<file path="src/rtl/wallace_mult_pipe_if.sv">
// Operand/product handshake bundle for wallace_mult_pipe.
// The master drives operands and out_ready; the slave is the multiplier.
interface wallace_mult_pipe_if #(
    parameter int WIDTH = 16
);
    logic               in_valid;
    logic               in_ready;
    logic [WIDTH-1:0]   A;
    logic [WIDTH-1:0]   B;
    logic               signed_mode;
    logic               out_valid;
    logic               out_ready;
    logic [2*WIDTH-1:0] P;

    modport master (
        output in_valid, A, B, signed_mode, out_ready,
        input  in_ready, out_valid, P
    );

    modport slave (
        input  in_valid, A, B, signed_mode, out_ready,
        output in_ready, out_valid, P
    );
endinterface

</file>
<file path="src/rtl/wallace_mult_pipe.sv">
// Pipelined Wallace-tree multiplier, unsigned or Baugh-Wooley signed per operand set.
// CSA levels are spread over the first STAGES-1 registers; the last stage is the CPA into P.
module wallace_mult_pipe #(
    parameter int WIDTH  = 16,
    parameter int STAGES = 5
) (
    input logic                clk,
    input logic                rst,
    wallace_mult_pipe_if.slave bus
);
    localparam int PW = 2 * WIDTH;
    localparam int NR = WIDTH + 1;

    typedef logic [NR-1:0][PW-1:0] rows_t;

    function automatic int next_rows(input int n);
        return (n > 2) ? 2 * (n / 3) + n % 3 : n;
    endfunction

    function automatic int rows_after(input int levels);
        int n;
        n = NR;
        for (int i = 0; i < levels; i++) n = next_rows(n);
        return n;
    endfunction

    function automatic int count_levels();
        int n;
        int l;
        n = NR;
        l = 0;
        for (int i = 0; i < 64; i++) begin
            if (n > 2) begin
                n = next_rows(n);
                l++;
            end
        end
        return l;
    endfunction

    localparam int LEVELS = count_levels();

    function automatic int level_mark(input int s);
        return (s * LEVELS + STAGES - 2) / (STAGES - 1);
    endfunction

    // Modified Baugh-Wooley: in signed mode the cross terms with one sign bit are
    // inverted and the extra row adds 2^WIDTH + 2^(2*WIDTH-1).
    function automatic rows_t gen_pp(input logic [WIDTH-1:0] a, input logic [WIDTH-1:0] b,
                                     input logic s);
        rows_t          r;
        logic [PW-1:0]  row;
        logic           pbit;
        r = '0;
        for (int i = 0; i < WIDTH; i++) begin
            row = '0;
            for (int j = 0; j < WIDTH; j++) begin
                pbit = a[j] & b[i];
                if (s && ((i == WIDTH - 1) != (j == WIDTH - 1))) pbit = ~pbit;
                row[i + j] = pbit;
            end
            r[i] = row;
        end
        if (s) begin
            r[WIDTH][WIDTH]  = 1'b1;
            r[WIDTH][PW - 1] = 1'b1;
        end
        return r;
    endfunction

    function automatic rows_t csa_level(input rows_t r, input int n);
        rows_t o;
        int    groups;
        o = '0;
        groups = n / 3;
        for (int k = 0; k < NR / 3; k++) begin
            if (k < groups) begin
                o[2*k]   = r[3*k] ^ r[3*k+1] ^ r[3*k+2];
                o[2*k+1] = ((r[3*k] & r[3*k+1]) | (r[3*k] & r[3*k+2]) |
                            (r[3*k+1] & r[3*k+2])) << 1;
            end
        end
        for (int k = 0; k < 2; k++) begin
            if (k < n % 3) o[2*groups + k] = r[3*groups + k];
        end
        return o;
    endfunction

    rows_t                               pp;
    rows_t                               red;
    int                                  red_cnt;
    logic [STAGES-2:0][NR-1:0][PW-1:0]   stage_d;
    logic [STAGES-2:0][NR-1:0][PW-1:0]   stage_q;
    logic [STAGES-1:0]                   valid;
    logic [PW-1:0]                       p_q;
    logic [PW-1:0]                       cpa;
    logic                                adv;
    logic                                unused_hi_rows;

    assign adv           = !valid[STAGES-1] || bus.out_ready;
    assign bus.in_ready  = adv;
    assign bus.out_valid = valid[STAGES-1];
    assign bus.P         = p_q;

    assign pp  = gen_pp(bus.A, bus.B, bus.signed_mode);
    assign cpa = stage_q[STAGES-2][0] + stage_q[STAGES-2][1];

    // Rows above index 1 are always zero once the tree has fully reduced.
    assign unused_hi_rows = ^stage_q[STAGES-2][NR-1:2];

    // Each reduction stage applies its share of CSA levels to the previous stage's rows.
    always_comb begin
        stage_d = '0;
        red     = '0;
        red_cnt = 0;
        for (int s = 0; s < STAGES - 1; s++) begin
            if (s == 0) red = pp;
            else        red = stage_q[(s == 0) ? 0 : s - 1];
            red_cnt = rows_after(level_mark(s));
            for (int l = level_mark(s); l < level_mark(s + 1); l++) begin
                red     = csa_level(red, red_cnt);
                red_cnt = next_rows(red_cnt);
            end
            stage_d[s] = red;
        end
    end

    always_ff @(posedge clk) begin
        if (adv) stage_q <= stage_d;
    end

    // P only loads on a valid product so it holds its last result across bubbles.
    always_ff @(posedge clk) begin
        if (rst) begin
            valid <= '0;
            p_q   <= '0;
        end else if (adv) begin
            valid <= {valid[STAGES-2:0], bus.in_valid};
            if (valid[STAGES-2]) p_q <= cpa;
        end
    end
endmodule

</file>
<file path="src/flat_wrapper.sv">
// flat-port wrapper written by rule: the top's interface ports become plain ports
module wallace_mult_pipe_flat 
#(
    parameter int WIDTH  = 16,
    parameter int STAGES = 5
)
  (clk, rst, bus_in_valid, bus_A, bus_B, bus_signed_mode, bus_out_ready, bus_in_ready, bus_out_valid, bus_P);
  wallace_mult_pipe_if #(.WIDTH(WIDTH)) bus_i ();
  input logic clk;
  input logic rst;
  input wire logic [$bits(bus_i.in_valid)-1:0] bus_in_valid;
  input wire logic [$bits(bus_i.A)-1:0] bus_A;
  input wire logic [$bits(bus_i.B)-1:0] bus_B;
  input wire logic [$bits(bus_i.signed_mode)-1:0] bus_signed_mode;
  input wire logic [$bits(bus_i.out_ready)-1:0] bus_out_ready;
  output wire logic [$bits(bus_i.in_ready)-1:0] bus_in_ready;
  output wire logic [$bits(bus_i.out_valid)-1:0] bus_out_valid;
  output wire logic [$bits(bus_i.P)-1:0] bus_P;
  assign bus_i.in_valid = bus_in_valid;
  assign bus_i.A = bus_A;
  assign bus_i.B = bus_B;
  assign bus_i.signed_mode = bus_signed_mode;
  assign bus_i.out_ready = bus_out_ready;
  assign bus_in_ready = bus_i.in_ready;
  assign bus_out_valid = bus_i.out_valid;
  assign bus_P = bus_i.P;
  wallace_mult_pipe #(.WIDTH(WIDTH), .STAGES(STAGES)) u_core (.clk(clk), .rst(rst), .bus(bus_i));
endmodule
</file>
<file path="config.mk">
export PLATFORM = sky130hd
export DESIGN_NAME = wallace_mult_pipe_flat
export DESIGN_NICKNAME = d
export VERILOG_FILES = /design/src/rtl/wallace_mult_pipe_if.sv /design/src/rtl/wallace_mult_pipe.sv /design/src/flat_wrapper.sv
export SDC_FILE = /design/constraint.sdc
export NUM_CORES = 1
export LEC_CHECK = 0
export CORE_MARGIN = 1
export CORE_UTILIZATION = 31
export CTS_CLUSTER_DIAMETER = 150
export DETAILED_ROUTE_END_ITERATION = 12
export PLACE_DENSITY_LB_ADDON = 0.08
export SYNTH_ARGS = -nofsm -noshare
export SYNTH_HDL_FRONTEND = slang
export SYNTH_SLANG_ARGS = --single-unit
</file>
<file path="constraint.sdc">
create_clock -name clk -period 7.1 [get_ports clk]
set_clock_uncertainty 0.1 [all_clocks]
set_input_delay 1.065 -clock clk [delete_from_list [all_inputs] [get_ports clk]]
set_output_delay 1.065 -clock clk [all_outputs]
set_load 0.02 [all_outputs]
</file>
==> metrics.md <==
| Metric | Value |
|---|---|
| Outcome | `completed` |
| Die W | `266 um` |
| ANT nets after route | `0` |
| Final Hold Fails | `0` |
| Layout cell share with drive strength beyond 1 | `5.60%` |
| Initial antenna violation count | `1` |
| Post-synthesis register bit count | `around 430` |
| Largest stage delay on the critical path | `0.73 ns` |
| FF-to-FF Start | `u_core.valid[4]$_SDFFE_PP0N_` |
| Worst path most repeated cell | `clkdlybuf4s50_1` |
| Leakage | `10.3 nW` |
| Rows | `96` |
| # IOs | `71` |
| Pre-Repair DR Iteration Count | `4` |
| Final Util | `36.1%` |
| Unrepaired setup endpoints after global routing | `false` |
| Hold Path Origin | `u_core.stage_q[0]$_DFFE_PN_` |
| Mapped Nets | `1831` |
| Nets | `roughly 1900` |
| Yosys warns | `0` |
| Worst Hold End | `u_core.stage_q[544]$_DFFE_PN_` |
| CTS hold repair buffers | `0` |
| CTS Buf Count | `51` |
| # port buffers | `70` |
| Post-Layout Cell Count | `approximately 2500` |
| DRT iter0 DRCs | `592` |
| Relative slew slack | `26.7%` |
| Largest net degree at the start of global routing | `approximately 160` |
| Vias post-DR | `11000` |
| Share of flip-flops with an asynchronous set or reset | `0%` |
| Worst Hold Depth | `0` |
| Yosys cell types | `54` |
| Core Region | `between 60000 and 70000 um2` |
| Cell depth of the worst flop-to-flop path | `4` |
| Chip height | `266 um` |
| Pre-CTS WS | `between 2 and 3 ns` |
| Crit-path cells | `clkdlybuf4s50_1 -> and2b_1 -> inv_8 -> clkdlybuf4s50_1` |
| Period utilization | `58.8%` |
| Htree depth | `2` |
| Max VDD drop | `0.199 mV` |
| Syn Inst Count | `1501` |
| Required @ worst endpoint | `5.93 ns` |
| CP startpoint kind | `input pin` |
| Wirelength per Cell | `17.9 um` |
| Post-CTS Setup Inserts | `0` |
| Routed wire length | `45400 um` |
| Post-synth top flop | `edfxtp_1` |
| Reg2reg setup slack | `4.05 ns` |
| Setup_tns | `0 ns` |
| Power per standard cell area | `348 nW/um2` |
| Routability congestion estimate | `0.708` |
| Type of the worst min-delay path | `reg -> reg` |
| First-pass GRT wire length | `70800 um` |
| Period minus WS final | `4.17 ns` |
| Die area | `70900 um2` |
| CP max FO | `72` |
| PostCTS Resize Cnt | `0` |
| Sequential-to-total area share from yosys stat | `just under 60%` |
| Worst setup EP type | `primary output` |
| Measured slew at the worst slew-check pin | `between 1 and 1.5 ns` |
| R2r endpoint | `u_core.stage_q[556]$_DFFE_PN_` |
| GR Overflow Total | `0` |
| Synthesized area per cell | `around 14 um2` |
| Slowest CP cell | `clkdlybuf4s50_1` |
| HPWL Detailed | `31900 um` |
| Antenna cell count | `0` |
| WP buf/inv | `3` |
| Clk sinks | `~430` |
| Area Overhead vs Synth | `14.8%` |
| Via/cell ratio | `4.33` |
| Delay-heaviest family, CP | `buffers and inverters` |
| Clock Latency Late Sink | `0.58 ns` |
| Arrival time worst endpoint | `3.01 ns` |
| Setup ws final | `2.93 ns` |
| Placed instance count | `2452` |
| Reg clk slew, reported paths | `0.06 ns` |
| Syn Std Cell Area | `~22000 um2` |
| Critical path type | `in -> out` |
| FMAX | `0.240 GHz` |
| Fin. max-slew vios | `0` |
| DRC viols | `0` |
| Maximum clock insertion buffer count | `3` |
| Max Cap Viol | `0` |
| Initial Util | `between 30% and 40%` |
| Vias in the first global route | `11900` |
| # setup viols final | `0` |
| CTS tree | `yes` |
| CTS Root Cell | `clkbuf_16` |
| Total global-route track usage | `between 10% and 20%` |
| EDFF count, synth | `392` |
==> cells in the final DEF (no fill, tap or decap), types with 37 or more instances in the layout <==
cell               n
inv_1            174
edfxtp_1         392
clkdlybuf4s50_1   69
ha_1              93
nand2_1          176
dfxtp_1           37
a21oi_1           42
fa_1             200
and2_1           145
clkbuf_16         52
==> sequential cells by signal, summed over array words and instances (netlist names) <==
signal          cells
u_core.valid        5
u_core.stage_d     33
u_core.stage_q    359
u_core.bus.P       32
==> how the worst max path moves through the flow <==
stage / startpoint / to / cells past startpoint
finish: bus_out_ready / bus_in_ready / 4
global route: bus_out_ready / bus_in_ready / 4
CTS: bus_out_ready / bus_in_ready / 4
detailed placement: bus_out_ready / u_core.stage_q[74]$_DFFE_PN_ / 5
global placement: bus_out_ready / u_core.stage_q[80]$_DFFE_PN_ / 5
floorplan: bus_out_ready / u_core.bus.P[30]$_SDFFE_PP0P_ / 8
==> power breakdown <==
part           total [mW]  internal [mW]  switching [mW]
Combinational        2.32          0.926            1.39
Sequential           3.97           3.68           0.285
Clock                2.36           1.36           0.996
Total                8.64           5.97            2.67
==> layout make-up <==
class	instances	area [um2]
Inverter	175	664
Timing Repair Buffer	77	761
Clock inverter	27	169
Fill cell	6584	44000
Tap cell	931	1160
Clock buffer	60	1330
Sequential cell	429	12500
Multi-Input combinational cell	840	8250
==> metrics by stage <==
stage          hold WS [ns]  power [mW]  instance area (um2)
6_report              0.301        8.64                24900
5_1_grt               0.313        9.27                24900
4_1_cts               0.295        8.83                24900
3_5_place_dp          0.305        6.40                23400
3_3_place_gp          0.303        6.36                23400
2_1_floorplan         0.300        5.43                21600
==> routing by layer <==
metal | track usage, % | vias to the layer above | routed length [um]
li1 | - | 5175 | -
met1 | 19.1 | 5539 | 22700
met2 | 20.1 | 218 | 19700
met3 | 2.60 | 63 | 1960
met4 | 3.67 | 2 | 931
met5 | 0 | - | 13
==> synth_stat cells, types with 2 or more instances <==
| cell | n | area [um2] |
|---|---|---|
| xor2_1 | 11 | 96.3 |
| edfxtp_1 | 392 | 11800 |
| o21bai_1 | 3 | 22.5 |
| nor3_1 | 7 | 35.0 |
| o21ai_2 | 2 | 17.5 |
| buf_2 | 6 | 30.0 |
| a21o_1 | 7 | 52.6 |
| inv_1 | 174 | 653 |
| buf_1 | 3 | 11.3 |
| ha_1 | 93 | 1160 |
| fa_1 | 200 | 4000 |
| nand4_1 | 5 | 31.3 |
| a21oi_1 | 42 | 210 |
| o21ai_0 | 15 | 75.1 |
| xnor2_1 | 35 | 307 |
| and3_1 | 2 | 12.5 |
| a211oi_2 | 2 | 25.0 |
| nand2_1 | 176 | 661 |
| a32oi_1 | 2 | 17.5 |
| o31ai_1 | 2 | 15.0 |
| o21ai_1 | 12 | 60.1 |
| a211oi_1 | 9 | 67.6 |
| dfxtp_1 | 37 | 741 |
| nand2b_1 | 2 | 12.5 |
| nor2_1 | 26 | 97.6 |
| o211ai_1 | 3 | 22.5 |
| clkbuf_1 | 48 | 180 |
| nand3_1 | 6 | 30.0 |
| a31oi_1 | 3 | 18.8 |
| a211o_1 | 2 | 17.5 |
| o2111a_1 | 2 | 22.5 |
| and2_1 | 145 | 907 |
| o21a_1 | 6 | 45.0 |
==> logic make-up (layout without fill, tap and decap cells) <==
family | after synthesis | after routing | synth area share, %
flops | 429 | 429 | 57.8
xor+xnor | 46 | 46 | 1.86
fa+ha+maj | 293 | 293 | 23.9
compound gates | 125 | 125 | 3.88
mux | 1 | 1 | 0.0462
simple gates | 375 | 375 | 8.47
buf+inv | 232 | 339 | 4.06
(Power assumes the default switching activity.)
